==> config.mk <==
export PLATFORM = sky130hd
export DESIGN_NAME = dmem_arbiter
export DESIGN_NICKNAME = d
export VERILOG_FILES = /design/src/rtl/dmem_arbiter.sv
export SDC_FILE = /design/constraint.sdc
export NUM_CORES = 1
export LEC_CHECK = 0
export CORE_AREA = 4 4 59 61
export CTS_BUF_LIST = sky130_fd_sc_hd__clkbuf_8
export CTS_CLUSTER_DIAMETER = 120
export DETAILED_ROUTE_END_ITERATION = 10
export DIE_AREA = 0 0 63 65
export DONT_BUFFER_PORTS = 1
export PLACE_DENSITY_LB_ADDON = 0.08
export SLEW_MARGIN = 10
export SYNTH_ARGS = -nofsm -noshare
export SYNTH_HDL_FRONTEND = slang
export SYNTH_SLANG_ARGS = --single-unit
export TNS_END_PERCENT = 50
==> constraint.sdc <==
create_clock -name CLK -period 2.9 [get_ports CLK]
set_clock_uncertainty 0.1 [all_clocks]
set_input_delay 0.29 -clock CLK [delete_from_list [all_inputs] [get_ports CLK]]
set_output_delay 0.29 -clock CLK [all_outputs]
set_load 0.02 [all_outputs]
==> src/rtl/dmem_arbiter.sv <==
// Two-master (CPU, host) arbiter in front of a single-port synchronous data RAM.
// Every access takes IDLE -> ACCESS -> DONE; ties go round-robin, host_lock masks the CPU.
module dmem_arbiter #(
  parameter int unsigned AW = 8,
  parameter int unsigned DW = 8
) (
  input  logic          CLK,
  input  logic          RST,
  input  logic          cpu_req,
  input  logic          cpu_we,
  input  logic [AW-1:0] cpu_addr,
  input  logic [DW-1:0] cpu_wdata,
  output logic          cpu_ack,
  output logic [DW-1:0] cpu_rdata,
  output logic          cpu_stall,
  input  logic          host_req,
  input  logic          host_we,
  input  logic [AW-1:0] host_addr,
  input  logic [DW-1:0] host_wdata,
  output logic          host_ack,
  output logic [DW-1:0] host_rdata,
  input  logic          host_lock,
  output logic [AW-1:0] mem_addr,
  output logic [DW-1:0] mem_wdata,
  output logic          mem_we,
  input  logic [DW-1:0] mem_rdata
);

  localparam logic [1:0] StIdle   = 2'd0;
  localparam logic [1:0] StAccess = 2'd1;
  localparam logic [1:0] StDone   = 2'd2;

  logic [1:0]    state_q, state_d;
  logic          owner_q;       // 1 = host owns the transaction in flight
  logic          last_grant_q;  // 1 = host was granted last
  logic          we_q;
  logic [AW-1:0] addr_q;
  logic [DW-1:0] wdata_q;
  logic [DW-1:0] cpu_rdata_q;
  logic [DW-1:0] host_rdata_q;

  logic cpu_elig, host_elig, grant_any, grant_host, done;

  always_comb begin
    cpu_elig   = cpu_req & ~host_lock;
    host_elig  = host_req;
    grant_any  = cpu_elig | host_elig;
    // On a tie the side that was not granted last wins.
    grant_host = host_elig & (~cpu_elig | ~last_grant_q);
  end

  always_comb begin
    state_d = StIdle;
    unique case (state_q)
      StIdle:   state_d = grant_any ? StAccess : StIdle;
      StAccess: state_d = StDone;
      StDone:   state_d = StIdle;
      default:  state_d = StIdle;
    endcase
  end

  always_ff @(posedge CLK) begin
    if (RST) begin
      state_q      <= StIdle;
      owner_q      <= 1'b0;
      last_grant_q <= 1'b1;
      we_q         <= 1'b0;
      addr_q       <= '0;
      wdata_q      <= '0;
      cpu_rdata_q  <= '0;
      host_rdata_q <= '0;
    end else begin
      state_q <= state_d;
      if (state_q == StIdle && grant_any) begin
        owner_q      <= grant_host;
        last_grant_q <= grant_host;
        we_q         <= grant_host ? host_we    : cpu_we;
        addr_q       <= grant_host ? host_addr  : cpu_addr;
        wdata_q      <= grant_host ? host_wdata : cpu_wdata;
      end
      if (state_q == StDone && !we_q) begin
        if (owner_q) host_rdata_q <= mem_rdata;
        else         cpu_rdata_q  <= mem_rdata;
      end
    end
  end

  always_comb begin
    done      = (state_q == StDone);
    mem_we    = (state_q == StAccess) & we_q;
    mem_addr  = addr_q;
    mem_wdata = wdata_q;
    cpu_ack   = done & ~owner_q;
    host_ack  = done & owner_q;
    // Read data bypasses the holding register so it is valid during the ack cycle.
    cpu_rdata  = (cpu_ack  & ~we_q) ? mem_rdata : cpu_rdata_q;
    host_rdata = (host_ack & ~we_q) ? mem_rdata : host_rdata_q;
    cpu_stall  = cpu_req & ~cpu_ack;
  end

endmodule

==> out/metrics.yaml, run 1 <==
status:
  status: "complete, no violations"
cts:
  cts_inserted_buffers: 5
  cts-root-buf: "clkbuf_8"
  htreeDepth: 2
  cts_tree: "done"
  post_cts_resized: 0
  cts.path.max_buffers: 2
  post-cts-setup-buffers: 0
  hold_buffers: 1
  worstSkewPairLatency_ns: 0.28
  cts.clk_slew.worst_paths_ns: 0.07
  clock-sinks: 37
critical_path:
  cp_top_family: "simple AND/OR/NAND/NOR gates"
  crit_end: "cpu_rdata[3]"
  reg2reg_depth: 4
  slowest_delay_ns: 0.53
  cp_slowest_cell: "and2b_1"
  rr_endpoint: "cpu_rdata_q[7]"
  cp_num_buf_inv: 0
  cp.depth: 3
  crit_required_ns: 2.51
  rr_startpoint: "state_q[1]"
  arrival_ns: 2.02
  startpoint_type: "flip-flop"
  critPathMaxFanout: 8
  critPathKind: "reg2out"
  path_cells: "nor3b_2, and2b_1, mux2_4"
  r2r_slack_ns: 0.80
  critPathLaunch: "state_q[1]"
  worstSetupEndpointType: "primary output"
grt:
  gr-total-overflow: 0
  antenna_found_initial: 0
  grt_pass1_vias: 1238
  grt_pass1_wl_mm: 5.80
  grt_max_degree: 36
  grt.total_usage: 0.185
timing:
  hold_ws_ns: 0.0150
  hold_viol_final: 0
  drv_slew: 0
  min_period_ns: 2.41
  fin_crit_sh: 0.830
  rsz0062_at_grt: "no"
  max_freq_mhz: 415
  tightestPinTransition_ns: 0.611
  slew_headroom: 0.592
  finalSetupTns_ns: 0
  setup_viol: 0
  fin_ws_ns: 0.493
yosys:
  synth.most_common_cell: "dfxtp_1"
  synth-async-reset-ratio: 0
  avgSynthCellArea_sq_um: 9.98
  yosysWarnings: 0
  yosysTopAreaCell: "dfxtp_1"
  ys_ff_latch: 37
  yosys-top-cells-area: "dfxtp_1 (44%), mux2_4 (14%), a211oi_1 (7.5%)"
  ys.flop_type: "dfxtp_1"
  synth_top_area_share: 0.437
  syn_inst: 170
  yosysSeqAreaShare: 0.437
  syn_area_sq_um: 1700
  syn-num-nets: 217
  ys_types: 24
  synth-edff-count: 0
  synth.top_cells.by_count: "dfxtp_1 (37), nand2_1 (19), nor2_1 (19)"
power_and_ir_drop:
  power_density_nw_per_um2: 614
  p_leak_nw: 0.689
  power_mw: 1.09
  ir_worst_vdd_mv: 0.357
route:
  drt_iter0_markers: 26
  wl_mm: 3.50
  dr.pass1.iters: 4
  vias: 1174
  drc: 0
  antenna_left: 0
  post_drt_wl_per_cell_um: 17.6
  avgViaCountPerCell: 5.90
placement:
  pre_cts_ws_ns: 0.764
  gp_congestion: 0.649
  port_buffers: 0
  dpl.hpwl_mm: 2.49
floorplan:
  num_rows: 20
  start_util: 0.570
  ios: 83
  fp.coreArea_sq_um: 2980
  die_h_um: 65
  die_x_um: 63
  dieArea_sq_um: 4100
hold_path:
  hp-class: "in2reg"
finish:
  area_growth_pct: 4.57
  drive_above_1_share: 0.211
  nFillCells: 267
  nets: 213
  num_antenna_cells: 0
run:
  drv_cap: 0
==> report_power, final <==
| group | leakage (nW) | total (mW) | internal (mW) | switching (mW) |
|---|---|---|---|---|
| Sequential | 0.303 | 0.597 | 0.543 | 0.0532 |
| Clock | 0.0485 | 0.348 | 0.185 | 0.163 |
| Combinational | 0.337 | 0.146 | 0.0571 | 0.0884 |
==> layout make-up <==
cell class,count,area [sq um],share of cell area
flip-flops and latches,37,741,0.417
repair buffers,2,27.5,0.0155
clock buffers,6,82.6,0.0465
multi-input cells,120,878,0.495
clock inverters,1,3.75,0.00212
well taps,33,41.3,0.0233
==> worst min-delay path by stage <==
stage                            endpoint   startpoint  slack (ns)  depth (start not counted)
after global placement    host_rdata_q[3]          RST        0.26                          1
after floorplan               mem_addr[0]  cpu_addr[0]        0.33                          2
after detailed placement  host_rdata_q[5]          RST        0.26                          1
final                        last_grant_q          RST        0.02                          2
after CTS                    last_grant_q          RST       0.008                          2
after global routing         last_grant_q          RST       0.007                          2
==> sequential cells by signal, indices dropped and copies added, names as in the netlist <==
signal,flops
cpu_rdata_q,8
mem_wdata,8
host_rdata_q,8
we_q,1
state_q,2
owner_q,1
mem_addr,8
last_grant_q,1
==> worst reg2reg max path, delay by kind of cell (launching register included) <==
family	cells	cell delay [ns]
mux	1	0.39
simple gates	3	1.13
flops	1	0.38
==> layout by cell type, fill, tap and decap left out <==
master	count
nor3b_2	1
a21oi_1	18
buf_12	1
and2b_1	2
mux2_4	16
dfxtp_1	37
o21ai_1	2
and3b_2	1
nor3_1	1
nor2_1	19
and2_1	1
inv_1	1
a21boi_0	1
nor2b_1	9
nand3b_1	1
and3b_1	1
a211oi_1	17
nand2_1	19
buf_4	1
clkbuf_8	6
nor3b_1	1
o21a_1	1
nor2b_4	9
==> kinds of logic (layout without fill, tap and decap cells) <==
logic type             after synthesis  in the layout  share of synthesized area
AND/OR/NAND/NOR                     65             65                      0.233
flip-flops                          37             37                      0.437
AO/OA/AOI/OAI                       39             39                      0.143
buffers and inverters               13              9                     0.0457
multiplexers                        16             16                      0.142
==> routing by layer <==
metal / wire length (um) / share of wire / global-route usage
met5: 0 / 0 / 0
met4: 46 / 0.013 / 0.0716
met3: 403 / 0.12 / 0.0988
met2: 1730 / 0.50 / 0.327
met1: 1310 / 0.38 / 0.181
==> per-stage QoR <==
stage	utilization	instances	area, sq um
6_report	0.596	199	1770
5_1_grt	0.596	199	1770
4_1_cts	0.596	199	1770
3_5_place_dp	0.560	191	1670
3_3_place_gp	0.560	191	1670
2_1_floorplan	-	170	1700
(Power assumes the default switching activity.)
==> run 2, diff against run 1 <==
--- a/config.mk
+++ b/config.mk
@@ -5,11 +5,11 @@
 export SDC_FILE = /design/constraint.sdc
 export NUM_CORES = 1
 export LEC_CHECK = 0
-export CORE_AREA = 4 4 59 61
+export CORE_AREA = 4 4 60 62
 export CTS_BUF_LIST = sky130_fd_sc_hd__clkbuf_8
 export CTS_CLUSTER_DIAMETER = 120
 export DETAILED_ROUTE_END_ITERATION = 10
-export DIE_AREA = 0 0 63 65
+export DIE_AREA = 0 0 64 66
 export DONT_BUFFER_PORTS = 1
 export PLACE_DENSITY_LB_ADDON = 0.08
 export SLEW_MARGIN = 10
==> constraint.sdc (replaced) <==
create_clock -name CLK -period 2 [get_ports CLK]
set_clock_uncertainty 0.1 [all_clocks]
set_input_delay 0.2 -clock CLK [delete_from_list [all_inputs] [get_ports CLK]]
set_output_delay 0.2 -clock CLK [all_outputs]
set_load 0.02 [all_outputs]
==> run 2 against run 1 <==
Net effect: register-to-register slack got worse by 0.47 ns; final cell count rose by 16%; global-route usage fell by 0.16 points; die area rose by 3.2%; count of clock-buffer cells in the layout did not move; critical path depth did not move; worst hold slack improved by 0.0053 ns; setup slack got worse by 0.40 ns; sequential share of layout area fell by 4.3 points; first-iteration DRC count rose by 12%; largest cell class unchanged; highest routed layer unchanged.
==> out/metrics.yaml, run 2 (synthesized netlist as in run 1, its figures left out) <==
power_and_ir_drop:
  power_density_nw_per_um2: 815  # was 614 nW/um^2
  ir_worst_vdd_mv: 0.678  # was 0.357 mV
  power_mw: 1.61  # was 1.09 mW
  p_leak_nw: 0.777  # was 0.689 nW
floorplan:
  die_x_um: 64  # was 63 um
  dieArea_sq_um: 4220  # was 4100 sq um
  die_h_um: 66  # was 65 um
  fp.coreArea_sq_um: 3030  # was 2980 sq um
  start_util: 0.560  # was 0.570
  num_rows: 20  # unchanged
  ios: 83  # unchanged
grt:
  grt.total_usage: 0.183  # was 0.185
  grt_pass1_vias: 1322  # was 1,238
  grt_max_degree: 37  # was 36
  grt_pass1_wl_mm: 6.00  # was 5.80 mm
  antenna_found_initial: 0  # unchanged
  gr-total-overflow: 0  # unchanged
finish:
  layout_common_cells: "dfxtp_1 (37), nor2_1 (19), nand2_1 (19)"  # unchanged
  drive_above_1_share: 0.210  # was 0.211
  design_area_sq_um: 1980  # was 1770 sq um
  num_antenna_cells: 0  # unchanged
  instances_no_fill: 230  # was 199
  area_growth_pct: 16.6  # was 4.57%
  final_util: 0.653  # was 0.596
  final_common_cell: "dfxtp_1"  # unchanged
  nets: 233  # was 213
cts:
  worstSkewPairLatency_ns: 0.28  # about the same
  htreeDepth: 2  # unchanged
  clock-sinks: 37  # unchanged
  cts_inserted_buffers: 5  # unchanged
  post-cts-setup-buffers: 0  # unchanged
  cts-root-buf: "clkbuf_8"  # unchanged
  post_cts_resized: 0  # unchanged
  cts.clk_slew.worst_paths_ns: 0.06  # was 0.07 ns
  cts_tree: "done"  # unchanged
  cts.path.max_buffers: 2  # unchanged
  hold_buffers: 17  # was 1
run:
  drv_cap: 0  # unchanged
timing:
  finalSetupTns_ns: 0  # unchanged
  setup_viol: 0  # unchanged
  slew_headroom: 0.569  # was 0.592
  min_period_ns: 1.91
  tightestPinTransition_ns: 0.646  # was 0.611 ns
  rsz0062_at_grt: "no"  # unchanged
  hold_viol_final: 0  # unchanged
  hold_ws_ns: 0.0203  # was 0.0150 ns
  fin_crit_sh: 0.953
  max_freq_mhz: 525
  drv_slew: 0  # unchanged
  fin_ws_ns: 0.0936  # was 0.493 ns
placement:
  pre_cts_ws_ns: 0.331  # was 0.764 ns
  dp_cells: 206  # was 191
  port_buffers: 0  # unchanged
  dpl.hpwl_mm: 2.65  # was 2.49 mm
  postPlaceCellArea_sq_um: 1710  # was 1670 sq um
  gp_congestion: 0.672  # was 0.649
critical_path:
  rr_startpoint: "state_q[0]"  # was state_q[1]
  cp_slowest_cell: "mux2_4"  # was and2b_1
  startpoint_type: "flip-flop"  # unchanged
  slowest_delay_ns: 0.38  # was 0.53 ns
  worstSetupEndpointType: "primary output"  # unchanged
  r2r_slack_ns: 0.33  # was 0.80 ns
  arrival_ns: 1.61  # was 2.02 ns
  critPathMaxFanout: 8  # unchanged
  path_cells: "and3b_1, nor2b_4, mux2_4"  # was nor3b_2, and2b_1, mux2_4
  critPathKind: "reg2out"  # unchanged
  critPathLaunch: "state_q[0]"  # was state_q[1]
  crit_required_ns: 1.70  # was 2.51 ns
hold_path:
  worstHoldStart: "RST"  # unchanged
  hp-class: "in2reg"  # unchanged
route:
  drt_iter0_markers: 29  # was 26
  antenna_left: 0  # unchanged
  wl_mm: 3.73  # was 3.50 mm
  avgViaCountPerCell: 5.43  # was 5.90
  vias: 1248  # was 1,174
  drc: 0  # unchanged
  dr.pass1.iters: 4  # unchanged
  post_drt_wl_per_cell_um: 16.2  # was 17.6 um
status:
  status: "complete, no violations"  # unchanged
[run 2: cell types whose count changed in the layout (fill, tap and decap cells not counted), sizes merged]
| cell | previous run | this run |
|---|---|---|
| dlygate4sd3 | 0 | 16 |
| buf | 2 | 6 |
[run 2: layout make-up]
| cell class | count | area (sq um) |
|---|---|---|
| Clock buffer | 6 | 82.6 |
| Clock inverter | 1 | 3.75 |
| Fill cell | 241 | 1050 |
| Multi-Input combinational cell | 120 | 878 |
| Sequential cell | 37 | 741 |
| Tap cell | 44 | 55.1 |
| Timing Repair Buffer | 22 | 218 |
[run 2: power by group]
group / total, mW / internal (mW) / switching, mW
logic: 0.245 / 0.109 / 0.137
clock network: 0.500 / 0.268 / 0.232
registers: 0.866 / 0.788 / 0.0783
[run 2: worst max-delay path: cells and delay by family (launching register included)]
family,cells,cell delay [ns]
and+or+nand+nor,2,0.60
muxes,1,0.38
DFF,1,0.34
[run 2: worst paths after layout]
path                          end  cells after the start
hold reg to reg        state_q[1]                      1
setup reg to reg  host_rdata_q[7]                      4
setup / recovery    host_rdata[7]                      3
hold / removal     cpu_rdata_q[7]                      1
[run 2: metal layers]
metal	track usage	routed length [um]	part of all wire	vias to the layer above
met5	0	0	0	-
li1	-	-	-	610
met2	0.339	1930	0.52	55
met4	0.0674	80	0.021	0
met1	0.183	1390	0.37	575
met3	0.0731	328	0.088	8
